==> src/rtl/br_status_pkg.sv <==
// Shared branch status buffer definitions: entry layout, word address width
// and the resolve FSM state encoding.
`ifndef PredMaxDepth
`define PredMaxDepth 16
`endif

package br_status_pkg;

    localparam int WORD_AW = 30;

    typedef struct packed {
        logic [WORD_AW-1:0] pc;
        logic [WORD_AW-1:0] pred_target;
        logic               pred_taken;
        logic [2:0]         rsv;
    } br_status_t;

    typedef enum logic [0:0] {
        RS_IDLE    = 1'b0,
        RS_RECOVER = 1'b1
    } rs_state_e;

endpackage

==> src/rtl/br_resolve_unit_if.sv <==
// Resolve-unit bus: execute-side branch input, status buffer read/writeback,
// front-end redirect, predictor update and recovery stall.
interface br_resolve_unit_if
    import br_status_pkg::*;
#(
    parameter int DATA = 64,
    parameter int ADDR = 4
);
    logic               exe_br_valid_;
    logic [ADDR-1:0]    exe_br_tag;
    logic               exe_taken;
    logic [WORD_AW-1:0] exe_target;
    logic [ADDR-1:0]    exe_st_idx;
    logic [DATA-1:0]    exe_status;
    logic [ADDR-1:0]    wb_st_idx;
    logic               wb_flush_;
    logic               redirect_;
    logic [31:0]        redirect_pc;
    logic               upd_valid_;
    logic [31:0]        upd_pc;
    logic               upd_taken;
    logic               recover_busy;

    modport master (
        output exe_br_valid_, exe_br_tag, exe_taken, exe_target, exe_status,
        input  exe_st_idx, wb_st_idx, wb_flush_, redirect_, redirect_pc,
               upd_valid_, upd_pc, upd_taken, recover_busy
    );

    modport slave (
        input  exe_br_valid_, exe_br_tag, exe_taken, exe_target, exe_status,
        output exe_st_idx, wb_st_idx, wb_flush_, redirect_, redirect_pc,
               upd_valid_, upd_pc, upd_taken, recover_busy
    );
endinterface

==> src/rtl/br_miss_detect.sv <==
// Combinational mispredict compare and corrected fetch PC for one resolved
// branch against its recorded prediction.
module br_miss_detect
    import br_status_pkg::*;
(
    input  br_status_t         status_i,
    input  logic               exe_taken_i,
    input  logic [WORD_AW-1:0] exe_target_i,
    output logic               miss_o,
    output logic [31:0]        correct_pc_o
);
    logic [WORD_AW-1:0] fall_thru;
    logic               unused_rsv;

    // Word-address increment wraps naturally at the top of the 2^30 space.
    assign fall_thru = status_i.pc + WORD_AW'(1);

    assign miss_o = (exe_taken_i != status_i.pred_taken) ||
                    (exe_taken_i && (exe_target_i != status_i.pred_target));

    assign correct_pc_o = {(exe_taken_i ? exe_target_i : fall_thru), 2'b00};

    assign unused_rsv = ^status_i.rsv;

endmodule

==> src/rtl/br_resolve_unit.sv <==
// Branch resolve unit: consumes resolved branches, flags mispredicts and
// sequences recovery. Optional statistics counters under BR_RESOLVE_STAT_EN.
module br_resolve_unit
    import br_status_pkg::*;
#(
    parameter int DATA        = 64,
    parameter int DEPTH       = `PredMaxDepth,
    parameter int ADDR        = $clog2(DEPTH),
    parameter int RECOVER_CYC = 2
) (
    input  logic               clk,
    input  logic               reset_,
`ifdef BR_RESOLVE_STAT_EN
    output logic [31:0]        stat_br_cnt,
    output logic [31:0]        stat_miss_cnt,
`endif
    br_resolve_unit_if.slave   bus
);
    br_status_t      status;
    logic            miss;
    logic [31:0]     correct_pc;
    logic            accept;

    rs_state_e       state_q;
    logic [3:0]      cnt_q;
    logic            busy_q;
    logic            flush_q;
    logic            redir_q;
    logic            upd_v_q;
    logic [ADDR-1:0] wb_idx_q;
    logic [31:0]     redir_pc_q;
    logic [31:0]     upd_pc_q;
    logic            upd_taken_q;

    assign bus.exe_st_idx = bus.exe_br_tag;
    assign status         = bus.exe_status;

    // Anything arriving while recovering is younger than the flushed branch.
    assign accept = (state_q == RS_IDLE) && !bus.exe_br_valid_;

    br_miss_detect u_miss_detect (
        .status_i     (status),
        .exe_taken_i  (bus.exe_taken),
        .exe_target_i (bus.exe_target),
        .miss_o       (miss),
        .correct_pc_o (correct_pc)
    );

    always_ff @(posedge clk or negedge reset_) begin
        if (!reset_) begin
            state_q     <= RS_IDLE;
            cnt_q       <= '0;
            busy_q      <= 1'b0;
            flush_q     <= 1'b1;
            redir_q     <= 1'b1;
            upd_v_q     <= 1'b1;
            wb_idx_q    <= '0;
            redir_pc_q  <= '0;
            upd_pc_q    <= '0;
            upd_taken_q <= 1'b0;
        end else begin
            flush_q <= 1'b1;
            redir_q <= 1'b1;
            upd_v_q <= 1'b1;
            case (state_q)
                RS_IDLE: begin
                    if (accept) begin
                        upd_v_q     <= 1'b0;
                        upd_pc_q    <= {status.pc, 2'b00};
                        upd_taken_q <= bus.exe_taken;
                        wb_idx_q    <= bus.exe_br_tag;
                        if (miss) begin
                            flush_q    <= 1'b0;
                            redir_q    <= 1'b0;
                            redir_pc_q <= correct_pc;
                            state_q    <= RS_RECOVER;
                            cnt_q      <= 4'(RECOVER_CYC - 1);
                            busy_q     <= 1'b1;
                        end
                    end
                end
                RS_RECOVER: begin
                    if (cnt_q == 4'd0) begin
                        state_q <= RS_IDLE;
                        busy_q  <= 1'b0;
                    end else begin
                        cnt_q <= cnt_q - 4'd1;
                    end
                end
                default: state_q <= RS_IDLE;
            endcase
        end
    end

    assign bus.wb_st_idx    = wb_idx_q;
    assign bus.wb_flush_    = flush_q;
    assign bus.redirect_    = redir_q;
    assign bus.redirect_pc  = redir_pc_q;
    assign bus.upd_valid_   = upd_v_q;
    assign bus.upd_pc       = upd_pc_q;
    assign bus.upd_taken    = upd_taken_q;
    assign bus.recover_busy = busy_q;

`ifdef BR_RESOLVE_STAT_EN
    logic [31:0] br_cnt_q;
    logic [31:0] miss_cnt_q;

    always_ff @(posedge clk or negedge reset_) begin
        if (!reset_) begin
            br_cnt_q   <= '0;
            miss_cnt_q <= '0;
        end else begin
            if (accept && (br_cnt_q != '1))
                br_cnt_q <= br_cnt_q + 32'd1;
            if (accept && miss && (miss_cnt_q != '1))
                miss_cnt_q <= miss_cnt_q + 32'd1;
        end
    end

    assign stat_br_cnt   = br_cnt_q;
    assign stat_miss_cnt = miss_cnt_q;
`endif

endmodule

==> src/flat_wrapper.sv <==
// flat-port wrapper written by rule: the top's interface ports become plain ports
module br_resolve_unit_flat import br_status_pkg::*;
#(
    parameter int DATA        = 64,
    parameter int DEPTH       = `PredMaxDepth,
    parameter int ADDR        = $clog2(DEPTH),
    parameter int RECOVER_CYC = 2
)
  (clk, reset_, bus_exe_br_valid_, bus_exe_br_tag, bus_exe_taken, bus_exe_target, bus_exe_status, bus_exe_st_idx, bus_wb_st_idx, bus_wb_flush_, bus_redirect_, bus_redirect_pc, bus_upd_valid_, bus_upd_pc, bus_upd_taken, bus_recover_busy);
  br_resolve_unit_if #(.DATA(DATA), .ADDR(ADDR)) bus_i ();
  input  logic clk;
  input  logic reset_;
  input wire logic [$bits(bus_i.exe_br_valid_)-1:0] bus_exe_br_valid_;
  input wire logic [$bits(bus_i.exe_br_tag)-1:0] bus_exe_br_tag;
  input wire logic [$bits(bus_i.exe_taken)-1:0] bus_exe_taken;
  input wire logic [$bits(bus_i.exe_target)-1:0] bus_exe_target;
  input wire logic [$bits(bus_i.exe_status)-1:0] bus_exe_status;
  output wire logic [$bits(bus_i.exe_st_idx)-1:0] bus_exe_st_idx;
  output wire logic [$bits(bus_i.wb_st_idx)-1:0] bus_wb_st_idx;
  output wire logic [$bits(bus_i.wb_flush_)-1:0] bus_wb_flush_;
  output wire logic [$bits(bus_i.redirect_)-1:0] bus_redirect_;
  output wire logic [$bits(bus_i.redirect_pc)-1:0] bus_redirect_pc;
  output wire logic [$bits(bus_i.upd_valid_)-1:0] bus_upd_valid_;
  output wire logic [$bits(bus_i.upd_pc)-1:0] bus_upd_pc;
  output wire logic [$bits(bus_i.upd_taken)-1:0] bus_upd_taken;
  output wire logic [$bits(bus_i.recover_busy)-1:0] bus_recover_busy;
  assign bus_i.exe_br_valid_ = bus_exe_br_valid_;
  assign bus_i.exe_br_tag = bus_exe_br_tag;
  assign bus_i.exe_taken = bus_exe_taken;
  assign bus_i.exe_target = bus_exe_target;
  assign bus_i.exe_status = bus_exe_status;
  assign bus_exe_st_idx = bus_i.exe_st_idx;
  assign bus_wb_st_idx = bus_i.wb_st_idx;
  assign bus_wb_flush_ = bus_i.wb_flush_;
  assign bus_redirect_ = bus_i.redirect_;
  assign bus_redirect_pc = bus_i.redirect_pc;
  assign bus_upd_valid_ = bus_i.upd_valid_;
  assign bus_upd_pc = bus_i.upd_pc;
  assign bus_upd_taken = bus_i.upd_taken;
  assign bus_recover_busy = bus_i.recover_busy;
  br_resolve_unit #(.DATA(DATA), .DEPTH(DEPTH), .ADDR(ADDR), .RECOVER_CYC(RECOVER_CYC)) u_core (.clk(clk), .reset_(reset_), .bus(bus_i));
endmodule
==> config.mk <==
export PLATFORM = sky130hd
export DESIGN_NAME = br_resolve_unit_flat
export DESIGN_NICKNAME = d
export VERILOG_FILES = /design/src/rtl/br_status_pkg.sv /design/src/rtl/br_resolve_unit_if.sv /design/src/rtl/br_miss_detect.sv /design/src/rtl/br_resolve_unit.sv /design/src/flat_wrapper.sv
export SDC_FILE = /design/constraint.sdc
export NUM_CORES = 1
export LEC_CHECK = 0
export ABC_AREA = 1
export ABC_CLOCK_PERIOD_IN_PS = 1400
export BUFFER_PORTS_ARGS = -buffer_cell sky130_fd_sc_hd__buf_2
export CORE_MARGIN = 3
export CORE_UTILIZATION = 46
export DETAILED_ROUTE_END_ITERATION = 10
export GPL_ROUTABILITY_DRIVEN = 0
export GPL_TIMING_DRIVEN = 0
export PLACE_DENSITY_LB_ADDON = 0.05
export SYNTH_ARGS = -nofsm -noshare
export SYNTH_HDL_FRONTEND = slang
export SYNTH_HIERARCHICAL = 1
export SYNTH_SLANG_ARGS = --single-unit
==> constraint.sdc <==
create_clock -name clk -period 1.4 [get_ports clk]
set_clock_uncertainty 0.15 [all_clocks]
set_input_delay 0 -clock clk [delete_from_list [all_inputs] [get_ports clk]]
set_output_delay 0 -clock clk [all_outputs]
set_load 0.05 [all_outputs]
=== Word level (Yosys, flattened, before mapping) ===
Cells that the tools add are included.

* Bits of input ports: 102
* Bits in registers: 73
* Output and inout port bits: 77
* Logic and storage cells: 45

* $add $sub $neg: 2
* Bitwise gates (word level): 1
* Equality and inequality tests: 6
* Reduce and logical (&&, ||, !) cells: 9
* Mux-type cells: 18

{| class="wikitable"
|+ Operator list
! operator !! number
|-
| 30-bit by 1-bit adder with 30-bit output, second input constant || 1
|-
| 30-bit two-way mux || 1
|-
| 30-bit inequality test || 1
|-
| 4-bit two-way mux || 3
|-
| 1-bit two-way mux || 11
|-
| 3-bit AND reduction || 3
|-
| 4-bit one-hot mux with 2 select lines || 1
|-
| 4-bit logical NOT || 1
|-
| 2-bit by 1-bit inequality test with 1-bit output, second input constant || 2
|-
| 2-bit inequality test, second input constant || 2
|-
| 1-bit one-hot mux with 2 select lines || 2
|-
| 4-bit by 1-bit subtractor with 4-bit output, second input constant || 1
|-
| 1-bit logical AND || 2
|-
| 2-bit AND reduction || 1
|-
| 1-bit logical NOT || 1
|-
| 1-bit logical OR || 1
|-
| 1-bit inequality test || 1
|-
| 1-bit NOT || 1
|}

=== Logic depth before layout (Yosys ltp) ===
* Depth in word-level cells: 6
* Depth in mapped cells: 14
* Mapped depth without buffers: 13

=== Cells and area by module ===
Netlist, hierarchy kept.

{| class="wikitable"
|+ By module, submodules not included
! module !! cells each !! times used !! area an instance (um^2) !! seq. area each (um^2)
|-
| br_resolve_unit || 333 || 1 || 3044.2 || 1879.3
|-
| br_miss_detect || 403 || 1 || 1808.0 || 0.0
|}

=== Worst setup path before layout ===
OpenSTA, ideal clock, no wires.

* Path type: register -> register
* From: register u_core.cnt_q[0]
* To: register u_core.cnt_q[0]
* Buffers on the path: 0
* Setup time: 129 ps
* Arrival time: 1062 ps
* Setup slack: 59 ps
* Cell stages (with the launch flop): 8
* Period minus slack after synthesis: 1341 ps
* Required time: 1121 ps
* Cells stage by stage: dfrtp_1 -> inv_1 -> ha_1 -> nand3_1 -> nand2_1 -> nand2_2 -> o21ai_0 -> o21ai_0

* Cells in the longest elaborated chain, start to end: 3
* Elaborated cells on any way between the ends: 6
* Those cells by class: add/sub (1); eq/ne (1); mux (2); reduce/logical (2)

{| class="wikitable"
|+ RTL lines
! element !! line !! source
|-
| from (decl) || br_resolve_unit.sv:25 || <nowiki>logic [3:0] cnt_q;</nowiki>
|-
| from (signal assigned) || br_resolve_unit.sv:77 || <nowiki>cnt_q <= 4'(RECOVER_CYC - 1);</nowiki>
|-
| from (signal assigned) || br_resolve_unit.sv:87 || <nowiki>cnt_q <= cnt_q - 4'd1;</nowiki>
|-
| 4-bit by 1-bit subtractor with 4-bit output / 4-bit logical NOT (equally long branches) || br_resolve_unit.sv:87, br_resolve_unit.sv:83 ||
|-
| 4-bit two-way mux / 2-bit inequality test (equally long branches) || - ||
|-
| 4-bit one-hot mux with 2 select lines / 3-bit AND reduction (equally long branches) || - ||
|}

Parallel ways exist; a longest one is shown, timed or not. The select of a mux whose other input is x is not followed.
A chain may end at the register's enable or synchronous reset.

==> metrics.csv <==
stage,metric,value,unit
global_routing,grt_max_degree,49,
timing,fin_crit,1.40,ns
synth,synth_ff_type,dfrtp_1,
route,drt-total-wl,16.7,mm
place,pre_cts_ws,-0.331,ns
global_routing,grt_overflow,0,
place,port_buffers,173,
setup_path,rr_endpoint,u_core/bus.redirect_pc[1],
setup_path,crit_path_start_kind,flop,
route,drc,0,
timing,setup_ws,0.00225,ns
timing,period_share,0.998,
timing,final-hold-violation-count,26,
synth,ys_types,30,
route,viasPerCell,5.04,
route,antenna_left,0,
synth,avgSynthCellArea,6.59,sq um
cells_and_area,finalNetCount,1104,
global_routing,antenna_found_initial,0,
clock_tree,path_clk_slew,0.08,ns
floorplan,core,10000,sq um
synth,synth_edf_count,0,
timing,worstMarginPinSlew,0.599,ns
synth,yosysSeqAreaShare,0.387,
setup_path,rr_worst_depth,6,
timing,maxSlewViolCount,0,
setup_path,arrival,1.49,ns
clock_tree,clock-sinks,75,
clock_tree,cts-root-buf,clkbuf_8,
setup_path,slowest_stage,dfrtp_1,
floorplan,rows,36,
clock_tree,cts.htree.levels,3,
global_routing,grt_pass1_vias,5314,
run_status,failed_checks,negative hold slack,
floorplan,die-area,11800,sq um
setup_path,cp.required,1.49,ns
timing,finalSetupTns,0,ns
route,vias,5737,
synth,synthArstFlopShare,1.00,
floorplan,start_util,0.485,
timing,clock.fmax,715,MHz
flow_run,drv_cap,0,
cells_and_area,diodes,0,
setup_path,worst-path-buf-inv,2,
place,dp_hpwl,12.1,mm
synth,ys_warn_count,6,
setup_path,endpoint_kind,flop,
clock_tree,clock_path_buffers,2,
clock_tree,cts_made_buffers,9,
cells_and_area,multi_input_comb_area,2540,sq um
setup_path,r2r-start,u_core/state_q,
power,peakVddDrop,0.00135,V
run_status,status,finished with violations,
synth,yosys.area.top_type_share,0.376,
setup_path,rrSetupSlack,0.002,ns
setup_path,worstSetupPathType,reg -> reg,
timing,maxSlewHeadroom,0.601,
setup_path,crit_path_max_incr_delay,0.38,ns
global_routing,grt_pass1_wl,25.7,mm
route,drtIter0Drc,417,
cells_and_area,n_fill_cell,874,
route,wl_per_cell,14.7,um
cells_and_area,area_delta_synth_final,45.6,%
setup_path,cp_max_fo,8,
place,place_area,5920,sq um
setup_path,path_cells,buf_6 -> nor2_8 -> nand2_8 -> buf_8 -> nand2_2 -> nand2_1,
floorplan,die_x,109,um
timing,setup_viol,0,
clock_tree,cts_tree,done,
global_routing,grt.total_usage,0.278,
clock_tree,clkLatencyLatePin,0.35,ns
cells_and_area,layout-drive-gt1-share,0.269,
cells_and_area,design_area,7060,sq um
route,drt-pass1-iter-count,7,
synth,synth_cells,736,
hold_path,hold_path_class,in -> async,
power,total_power,0.0133,W
synth,syn_area,4850,sq um
floorplan,fp.dieH,109,um
synth,yosys_register_bits,75,
setup_path,cp_top_family,simple AND/OR/NAND/NOR gates,
power,p_per_area,1890,nW/um^2
cells_and_area,regArea,1880,sq um
power,total_leakage_power,4.01,nW
timing,whs,-0.0473,ns
synth,yosysTopAreaCell,dfrtp_1,
synth,synth_area_leaders,"dfrtp_1 (38%), nand2_1 (26%), nand3_1 (6.5%)",
timing,rsz0062_at_grt,yes,
floorplan,io_pins,179,
==> kinds of logic (layout without fill, tap and decap cells) <==
kind of cell / count (synthesis) / in the layout / synth area share
simple gates: 490 / 490 / 0.429
other cells: 2 / 4 / 0.00155
xor+xnor: 10 / 10 / 0.0181
buf+inv: 111 / 378 / 0.109
compound gates: 46 / 46 / 0.0500
flops: 75 / 75 / 0.387
fa+ha+maj: 2 / 2 / 0.00516
==> layer usage <==
layer / share of wire / global-route usage
met3: 0.073 / 0.0474
met2: 0.49 / 0.473
met5: 0 / 0
met1: 0.42 / 0.361
met4: 0.019 / 0.0911
==> cell usage after synthesis, types with 3 or more instances <==
cell type / n
a21oi_1: 3
buf_2: 7
buf_4: 12
buf_6: 8
clkbuf_1: 6
dfrtp_1: 73
inv_1: 76
nand2_1: 338
nand2_2: 5
nand2_4: 3
nand3_1: 63
nand4_1: 4
nor2_1: 62
nor2_4: 7
nor2_8: 3
o21ai_0: 23
o21ai_1: 13
xnor2_1: 7
xor2_1: 3
==> worst max-delay path by stage <==
stage                       startpoint                          to  slack (ns)  cells after the start
CTS                     u_core/state_q   u_core/bus.redirect_pc[1]       -0.01                      6
global route            u_core/state_q   u_core/bus.redirect_pc[1]       -0.05                      6
floorplan              u_core/cnt_q[0]             u_core/cnt_q[0]        0.06                      7
global placement    bus_exe_target[10]  u_core/bus.redirect_pc[25]       -0.31                     14
detailed placement  bus_exe_target[10]  u_core/bus.redirect_pc[25]       -0.33                     14
finish                  u_core/state_q   u_core/bus.redirect_pc[1]       0.002                      6
==> sequential cells by signal (all words and copies together) (netlist names) <==
name                     flops
u_core/bus.upd_pc           30
u_core/bus.wb_st_idx         4
u_core/cnt_q                 4
u_core/bus.upd_valid_        1
u_core/bus.redirect_pc      32
u_core/bus.recover_busy      1
u_core/state_q               1
u_core/bus.upd_taken         1
u_core/bus.redirect_         1
==> area by class of cell <==
class                      instances  share of cell area
multi-input combinational        552               0.360
sequential                        75               0.266
timing repair buffer             251               0.244
inverter                          78              0.0422
buffer                            33              0.0397
tap                              133              0.0236
clock buffer                      14              0.0230
clock inverter                     2             0.00142
==> where the power goes <==
group          leakage [nW]  total (W)  switching (W)  internal, W
Sequential            0.925    0.00388       0.000642      0.00324
Combinational          2.99    0.00793        0.00580      0.00212
Clock                0.0905    0.00154       0.000802     0.000738
Total                  4.01     0.0133        0.00725      0.00610
==> per-stage QoR <==
| step | utilization | instances |
|---|---|---|
| floorplan | - | 738 |
| global placement | 0.589 | 1044 |
| detailed placement | 0.592 | 1045 |
| CTS | 0.681 | 1130 |
| global route | 0.706 | 1138 |
| finish | 0.706 | 1138 |
==> what timing repair did <==
action / CTS / global route
cloned: 0 / 2
pin swaps: 0 / 13
resized for setup: 5 / 54
setup buffers: 0 / 5
endpoints found under the setup margin: 30 / 64
hold endpoints to repair: 140 / 27
hold buffers: 69 / 1
==> cells in the final DEF (no fill, tap or decap), drive strengths merged <==
cell type	Yosys	routed
conb	2	4
a21oi	3	3
buf	27	207
nand4	4	4
clkbuf	6	21
dlygate4sd3	0	69
clkinv	0	2
dfrtp	73	73
xor2	3	3
and2	1	1
nand2	346	346
a31oi	2	2
o22ai	2	2
ha	2	2
nor2	74	74
o21bai	2	2
inv	78	78
o21a	1	1
xnor2	7	7
dfstp	2	2
nand3b	2	2
dlymetal6s4s	0	1
nand3	63	63
o21ai	36	36
No activity file was read; power rests on OpenSTA's default activity.
